<file path="src/rtl/fetch_unit.sv">
// RV32I instruction fetch stage: single-outstanding imem requester
// feeding a 2-entry registered FIFO towards decode.
module fetch_unit #(
    parameter logic [31:0] RESET_PC  = 32'h0000_0000,
    parameter logic [31:0] NOP_INSTR = 32'h0000_0013
) (
    input  logic        clk,
    input  logic        rst_n,
    input  logic        redirect,
    input  logic [31:0] redirect_pc,
    output logic        imem_req,
    output logic [31:0] imem_addr,
    input  logic        imem_gnt,
    input  logic        imem_rvalid,
    input  logic [31:0] imem_rdata,
    output logic [31:0] instr,
    output logic [31:0] pc,
    output logic        instr_valid,
    input  logic        instr_ready
);

    typedef enum logic [1:0] {
        IDLE,
        REQ,
        WAIT,
        DRAIN
    } state_e;

    state_e      state_q, state_d;
    logic [31:0] fetch_pc_q, fetch_pc_d;
    logic [31:0] req_pc_q, req_pc_d;
    logic [1:0]  cnt_q, cnt_d;
    logic [31:0] ins0_q, ins0_d;
    logic [31:0] pc0_q, pc0_d;
    logic [31:0] ins1_q, ins1_d;
    logic [31:0] pc1_q, pc1_d;
    logic        pop;
    logic        push;
    logic [1:0]  cnt_pop;
    logic        unused_bits;

    assign unused_bits = ^redirect_pc[1:0];

    assign pop     = instr_ready & (cnt_q != 2'd0);
    assign push    = (state_q == WAIT) & imem_rvalid & ~redirect;
    assign cnt_pop = cnt_q - {1'b0, pop};

    always_comb begin
        state_d    = state_q;
        fetch_pc_d = fetch_pc_q;
        req_pc_d   = req_pc_q;
        cnt_d      = cnt_q;
        ins0_d     = ins0_q;
        pc0_d      = pc0_q;
        ins1_d     = ins1_q;
        pc1_d      = pc1_q;
        if (redirect) begin
            // Flush only clears the count; pc holds the last head value.
            cnt_d      = 2'd0;
            fetch_pc_d = {redirect_pc[31:2], 2'b00};
            unique case (state_q)
                WAIT:    state_d = imem_rvalid ? REQ : DRAIN;
                DRAIN:   state_d = imem_rvalid ? REQ : DRAIN;
                default: state_d = REQ;
            endcase
        end else begin
            cnt_d = cnt_pop + {1'b0, push};
            if (pop && cnt_q == 2'd2) begin
                ins0_d = ins1_q;
                pc0_d  = pc1_q;
            end
            if (push) begin
                if (cnt_pop == 2'd0) begin
                    ins0_d = imem_rdata;
                    pc0_d  = req_pc_q;
                end else begin
                    ins1_d = imem_rdata;
                    pc1_d  = req_pc_q;
                end
            end
            unique case (state_q)
                IDLE: begin
                    if (cnt_q != 2'd2) state_d = REQ;
                end
                REQ: begin
                    if (imem_gnt) begin
                        req_pc_d   = fetch_pc_q;
                        fetch_pc_d = fetch_pc_q + 32'd4;
                        state_d    = WAIT;
                    end
                end
                WAIT: begin
                    if (imem_rvalid)
                        state_d = (cnt_d == 2'd2) ? IDLE : REQ;
                end
                DRAIN: begin
                    if (imem_rvalid) state_d = REQ;
                end
                default: state_d = IDLE;
            endcase
        end
    end

    always_ff @(posedge clk or negedge rst_n) begin
        if (!rst_n) begin
            state_q    <= IDLE;
            fetch_pc_q <= RESET_PC;
            req_pc_q   <= RESET_PC;
            cnt_q      <= 2'd0;
            ins0_q     <= NOP_INSTR;
            pc0_q      <= RESET_PC;
            ins1_q     <= NOP_INSTR;
            pc1_q      <= RESET_PC;
        end else begin
            state_q    <= state_d;
            fetch_pc_q <= fetch_pc_d;
            req_pc_q   <= req_pc_d;
            cnt_q      <= cnt_d;
            ins0_q     <= ins0_d;
            pc0_q      <= pc0_d;
            ins1_q     <= ins1_d;
            pc1_q      <= pc1_d;
        end
    end

    assign imem_req    = (state_q == REQ);
    assign imem_addr   = fetch_pc_q;
    assign instr_valid = (cnt_q != 2'd0);
    assign instr       = instr_valid ? ins0_q : NOP_INSTR;
    assign pc          = pc0_q;

    a_no_overflow : assert property (
        @(posedge clk) disable iff (!rst_n)
        !(push && cnt_pop == 2'd2)
    );

endmodule

</file>
<file path="config.mk">
export PLATFORM = sky130hd
export DESIGN_NAME = fetch_unit
export DESIGN_NICKNAME = d
export VERILOG_FILES = /design/src/rtl/fetch_unit.sv
export SDC_FILE = /design/constraint.sdc
export NUM_CORES = 1
export LEC_CHECK = 0
export ABC_AREA = 0
export CAP_MARGIN = 0
export CORE_MARGIN = 3
export CORE_UTILIZATION = 36
export CTS_BUF_LIST = sky130_fd_sc_hd__clkbuf_4 sky130_fd_sc_hd__clkbuf_8
export DETAILED_ROUTE_END_ITERATION = 10
export PLACE_DENSITY = 0.55
export SYNTH_ARGS = -nofsm -noshare
export SYNTH_HDL_FRONTEND = slang
export SYNTH_SLANG_ARGS = --single-unit
</file>
<file path="constraint.sdc">
create_clock -name clk -period 3 [get_ports clk]
set_input_delay 0.6 -clock clk [delete_from_list [all_inputs] [get_ports clk]]
set_output_delay 0.6 -clock clk [all_outputs]
set_load 0.01 [all_outputs]
</file>
-- Yosys cells after proc, flatten, opt, wreduce, memory -nomap -nowiden
Cells that the tools add are included.
- add/sub/neg operators: 3
- equality and inequality tests: 10
- muxes and demuxes: 20
- bitwise gates (word level): 5
- reductions and logical operators: 11
- operators by type and width (cell ; number):
    two-way mux 32 bit ; 10
    adder 32 x 3 -> 32 bit (second input constant) ; 1
    two-way mux 2 bit ; 8
    != test 3 bit (second input constant) ; 3
    == test 2 bit (second input constant) ; 4
    case mux 2 bit (4 select lines) ; 1
    AND reduction 3 bit ; 2
    nonzero test 2 bit ; 3
    logical NOT 2 bit ; 2
    AND reduction 4 bit ; 1
    AND 1 bit ; 3
    != test 3 x 2 -> 1 bit (second input constant) ; 1
    adder 2 x 1 -> 2 bit ; 1
    == test 2 x 1 -> 1 bit (second input constant) ; 1
    != test 2 bit (second input constant) ; 1
    inverter 1 bit ; 2
    AND reduction 2 bit ; 1
    OR reduction 2 bit ; 1
    subtractor 2 x 1 -> 2 bit ; 1
    logical AND 1 bit ; 1
    two-way mux 1 bit ; 1
- bits in registers: 196
- input port bits: 70
- output and inout port bits: 98
- logic and storage cells: 57

-- Logic depth before layout (Yosys ltp)
- depth after elaboration: 9
- mapped depth: 10
- gate-level depth less buffers: 9

-- Worst setup path after synthesis
Ideal clock, no wire load.
- kind: register to register
- from: reg cnt_q[1]
- to: reg ins1_q[10]
- library setup time: 0.125 ns
- arrival: 2.219 ns
- data required time: 2.875 ns
- path slack: 0.656 ns
- stages on the path, launching flop included: 9
- buffers on the path: 2
- clock period less this slack: 2.344 ns
- path through: dfrtp_1 > nor2_1 > clkbuf_1 > nor2b_1 > ha_1 > xnor2_1 > a21boi_2 > buf_2 > mux2_2
- word-level cells in the longest chain between the ends: 6
- ends and longest elaborated chain (what ; RTL line ; text):
    from (decl) ; 32 ; logic [1:0] cnt_q, cnt_d;
    from (signal assigned) ; 118 ; cnt_q <= cnt_d;
    nonzero test 2 bit ; 44 ; assign pop = instr_ready & (cnt_q != 2'd0);
    AND 1 bit ; 44 ;
    subtractor 2 x 1 -> 2 bit (*) ; 46 ; assign cnt_pop = cnt_q - {1'b0, pop};
    logical NOT 2 bit (*) ; 73 ; if (cnt_pop == 2'd0) begin
    inverter 1 bit (no line) (*) ; - ;
    AND reduction 3 bit (no line) (*) ; - ;
    to (signal assigned) ; 121 ; ins1_q <= ins1_d;
    to (decl) ; 35 ; logic [31:0] ins1_q, ins1_d;
Every way passes the cells marked *; elsewhere a longest branch is shown, timed or not.
A chain may end at the register's enable or synchronous reset.

-- Worst setup path in the final report
- from: reg cnt_q[1]
- to: out instr[4]
- word-level cells in the longest chain between the ends: 2
- ends and longest elaborated chain (what ; RTL line ; text):
    nonzero test 2 bit ; 128 ; assign instr_valid = (cnt_q != 2'd0);
    two-way mux 32 bit ; 129 ; assign instr = instr_valid ? ins0_q : NOP_INSTR;
    to (decl) ; 16 ; output logic [31:0] instr,
No other way between the ends.

==> impl_summary.txt <==
----------------------------------------------------
[Outcome]
  Outcome ... complete, no violations

[CTS]
  Number of buffers inserted by post-CTS setup repair ... 0
  CTS sink cnt ... 190
  CTS HTree Levels ... 4
  Clock buffer count from CTS ... 17
  Skew-Pair Late Insertion Delay ... 460 ps
  Clock tree from TritonCTS ... yes
  Clk slew on worst S/H paths ... 100 ps
  Buffer levels on the longest clock path ... 2
  Post-CTS sizing ... 0
  # hold bufs at CTS ... 0
  Root buffer selected by CTS ... clkbuf_8

[GRT]
  Global-route wire length before repair ... 34.7 mm
  Total overflow reported by the global router ... 0
  Number of antenna violations at the first check in global routing ... 1
  Maximum number of pins on one net before global-route repair ... 85
  Total routing resource utilization after global routing ... 16.8%
  Via count of the first global-routing pass ... 6329

[Setup path]
  Critical path capture point type ... primary output
  Maximum cell stage delay along the critical path ... 540 ps
  Worst-path cell with the longest stage delay ... clkdlybuf4s50_1
  Critical path launch point type ... flip-flop
  Arrival time of data at the critical path endpoint ... 2090 ps
  Crit path cell chain ... nor2_2 -> buf_4 -> or2_2 -> clkdlybuf4s50_1
  Required time at the endpoint of the critical path ... 2400 ps
  Largest delay contributor family on the critical path ... buffers and inverters
  Critical path class ... flip-flop to primary output
  Critical path fanouts, max ... 33
  Sum of buffers and inverters on the critical path ... 2

[Yosys]
  Summed instance area of the synthesized netlist ... 8600 um^2
  Number of warnings printed during yosys synthesis ... 0
  Yosys top cell area share ... 53.5%
  Seq/Total Area, Yosys ... 55.4%
  Count of state elements after synthesis ... 190
  Most frequently used flop master after synthesis ... dfrtp_1
  List of most frequent post-synthesis cells ... dfrtp_1 (184), mux2_2 (94), nor2_1 (82), a21oi_1 (63), mux2i_1 (63)
  Post-synth EDFFs ... 0
  Top cells by area, synth ... dfrtp_1 (54%), mux2_2 (12%), mux2i_1 (7.3%), a21oi_1 (3.7%), nor2_1 (3.6%)
  Most frequently used cell type in the post-synthesis netlist ... dfrtp_1
  Syn Inst Count ... 734
  Share of flip-flops with an asynchronous set or reset after synthesis ... 100%
  Average footprint of a synthesized cell ... 11.7 um^2
  Cell taking the most area after synthesis ... dfrtp_1
  Number of library cell types mapped by synthesis ... 46

[Floorplanning]
  Io pins ... 168
  Die W ... 161 um
  Placeable core region ... 23100 um^2
  Number of cell rows ... 55
  Vert. Die Dim ... 161 um
  Overall die area ... 25800 um^2
  Starting density of the core ... 37.3%

[STA]
  Final max-slew violation count ... 0
  Worst hold slack ... 158 ps
  RSZ-0062 raised after global routing ... no
  Setup skew after layout ... 19.1 ps
  Max-slew headroom at the worst pin ... 59.9%
  Final Setup Violations ... 0
  Actual transition at the worst max-transition pin ... 601 ps
  Clock period minus worst slack ... 2690 ps
  Final count of hold timing violations ... 0
  Final clock period utilization by the worst path ... 89.8%
  Fmax achieved ... 371 MHz
  Setup TNS ... 0 ps

[Layout]
  Layout overhead on the synthesized area ... 27.9%
  Utilization after layout ... 47.7%
  Share of final-layout standard cells stronger than drive strength 1 ... 18.1%
  Fillcell total ... 2124
  Non-filler instance count after layout ... 1208
  N_diodes ... 0
  Net count of the finished layout ... 957

[Pwr]
  Power per Cell Area ... 724 nW/um^2
  Power after layout ... 7.97 mW
  Static power due to leakage ... 4.54 nW
  Worst IR drop on VDD ... 0.281 mV

[Route]
  Routed len/inst ... 17.5 um
  Number of DRC markers in iteration 0 ... 351
  DRT Pass-1 Iters ... 6
  Ratio of routed vias to standard cells ... 5.12
  Vias ... 6179
  Remaining routing DRC violations ... 0
  Wire length reported by the detailed router ... 21.2 mm
  Count of antenna-violating nets left after detailed routing ... 0

[Run]
  Max-cap viol count ... 0

[Placement]
  Half-perimeter wire length of the detailed placement result ... 14.5 mm
  Weighted congestion reported at the end of routability-driven placement ... 0.817
  Port buffer count ... 163
  Number of cells in the design after placement ... 1178

[Hold path]
  Type of the most critical hold path ... input port to asynchronous set/reset pin

----------------------------------------------------
## registers in the layout, indices dropped and copies added (netlist names)
name,count
cnt_q,2
imem_addr,30
ins0_q,32
ins1_q,32
pc,32
pc1_q,30
req_pc_q,30
state_q,2
## worst reg2reg max path, stage by stage (launching register included)
cell     delay [ps]
dfrtp_1         470
and3_1          360
nand4_1         460
or4_1           630
a31oi_1         170
## metal layers
layer / wire length [um] / GRT usage (%)
met1: 10000 / 23.5
met2: 9770 / 26.3
met3: 1130 / 3.61
met5: 7 / 0
met4: 254 / 4.73
## through the flow
step / setup slack (ps) / area, um^2
2_1_floorplan: 656 / 8610
3_3_place_gp: 360 / 10600
3_5_place_dp: 330 / 10600
4_1_cts: 240 / 11000
5_1_grt: 152 / 11000
6_report: 307 / 11000
## final timing paths
| path | start | to | slack, ps | cells after the start |
|---|---|---|---|---|
| min in group clk | pc1_q[12]$_DFFE_PN0P_ | pc1_q[12]$_DFFE_PN0P_ | 510 | 1 |
| setup reg to reg | imem_addr[12]$_DFFE_PN0N_ | imem_addr[23]$_DFFE_PN0N_ | 830 | 4 |
| setup / recovery | cnt_q[1]$_DFF_PN0_ | instr[4] | 310 | 4 |
| hold reg to reg | pc1_q[12]$_DFFE_PN0P_ | pc1_q[12]$_DFFE_PN0P_ | 510 | 1 |
| hold / removal | rst_n | ins0_q[10]$_DFFE_PN0N_ | 160 | 1 |
| max in group asynchronous | rst_n | ins0_q[0]$_DFFE_PN1N_ | 2080 | 2 |
## cell families (layout without fill, tap and decap cells)
kind of cell / count (synthesis) / in the layout / synth area share (%)
other: 1 / 2 / 0.0436
XOR/XNOR: 12 / 12 / 1.38
buffers and inverters: 58 / 218 / 3.51
flip-flops: 190 / 190 / 55.4
adder cells (fa/ha/maj): 3 / 3 / 0.436
AO/OA/AOI/OAI: 111 / 111 / 7.30
AND/OR/NAND/NOR: 202 / 202 / 12.3
multiplexers: 157 / 157 / 19.6
## final cells by class
type	instances	area [um^2]	share of cell area, %
Timing Repair Buffer	179	1870	17.0
Clock inverter	13	140	1.27
Tap cell	313	392	3.56
Clock buffer	17	234	2.13
Multi-Input combinational cell	487	3570	32.5
Inverter	9	33.8	0.307
Sequential cell	190	4760	43.3
## power breakdown
group          leakage (nW)  switching [mW]  internal [mW]
Clock                 0.192           0.908          0.736
Combinational          1.94            1.04           1.44
Sequential             2.41           0.492           3.35
## cell usage in the layout (no fill, tap or decap), types with 2 or more instances in the layout
cell	instances
conb_1	2
a31oi_1	16
nand3_1	8
o21ai_0	13
xnor2_1	7
a21oi_1	63
clkinv_4	3
inv_6	3
bufinv_16	2
mux2_2	94
or4_1	15
and4_1	2
buf_12	9
inv_1	9
nor2b_1	31
mux2i_1	63
nand2_1	23
o31ai_1	12
nand4_1	15
o211ai_1	3
dfstp_2	6
buf_4	7
clkbuf_8	18
or2_2	3
or3_1	3
and3_1	4
clkdlybuf4s50_1	162
xor2_1	4
and3b_1	3
nor2_1	80
and3_2	3
ha_1	3
clkinv_2	4
and4_4	2
dfrtp_1	184
Note: power is estimated with default switching activity, not from simulation.
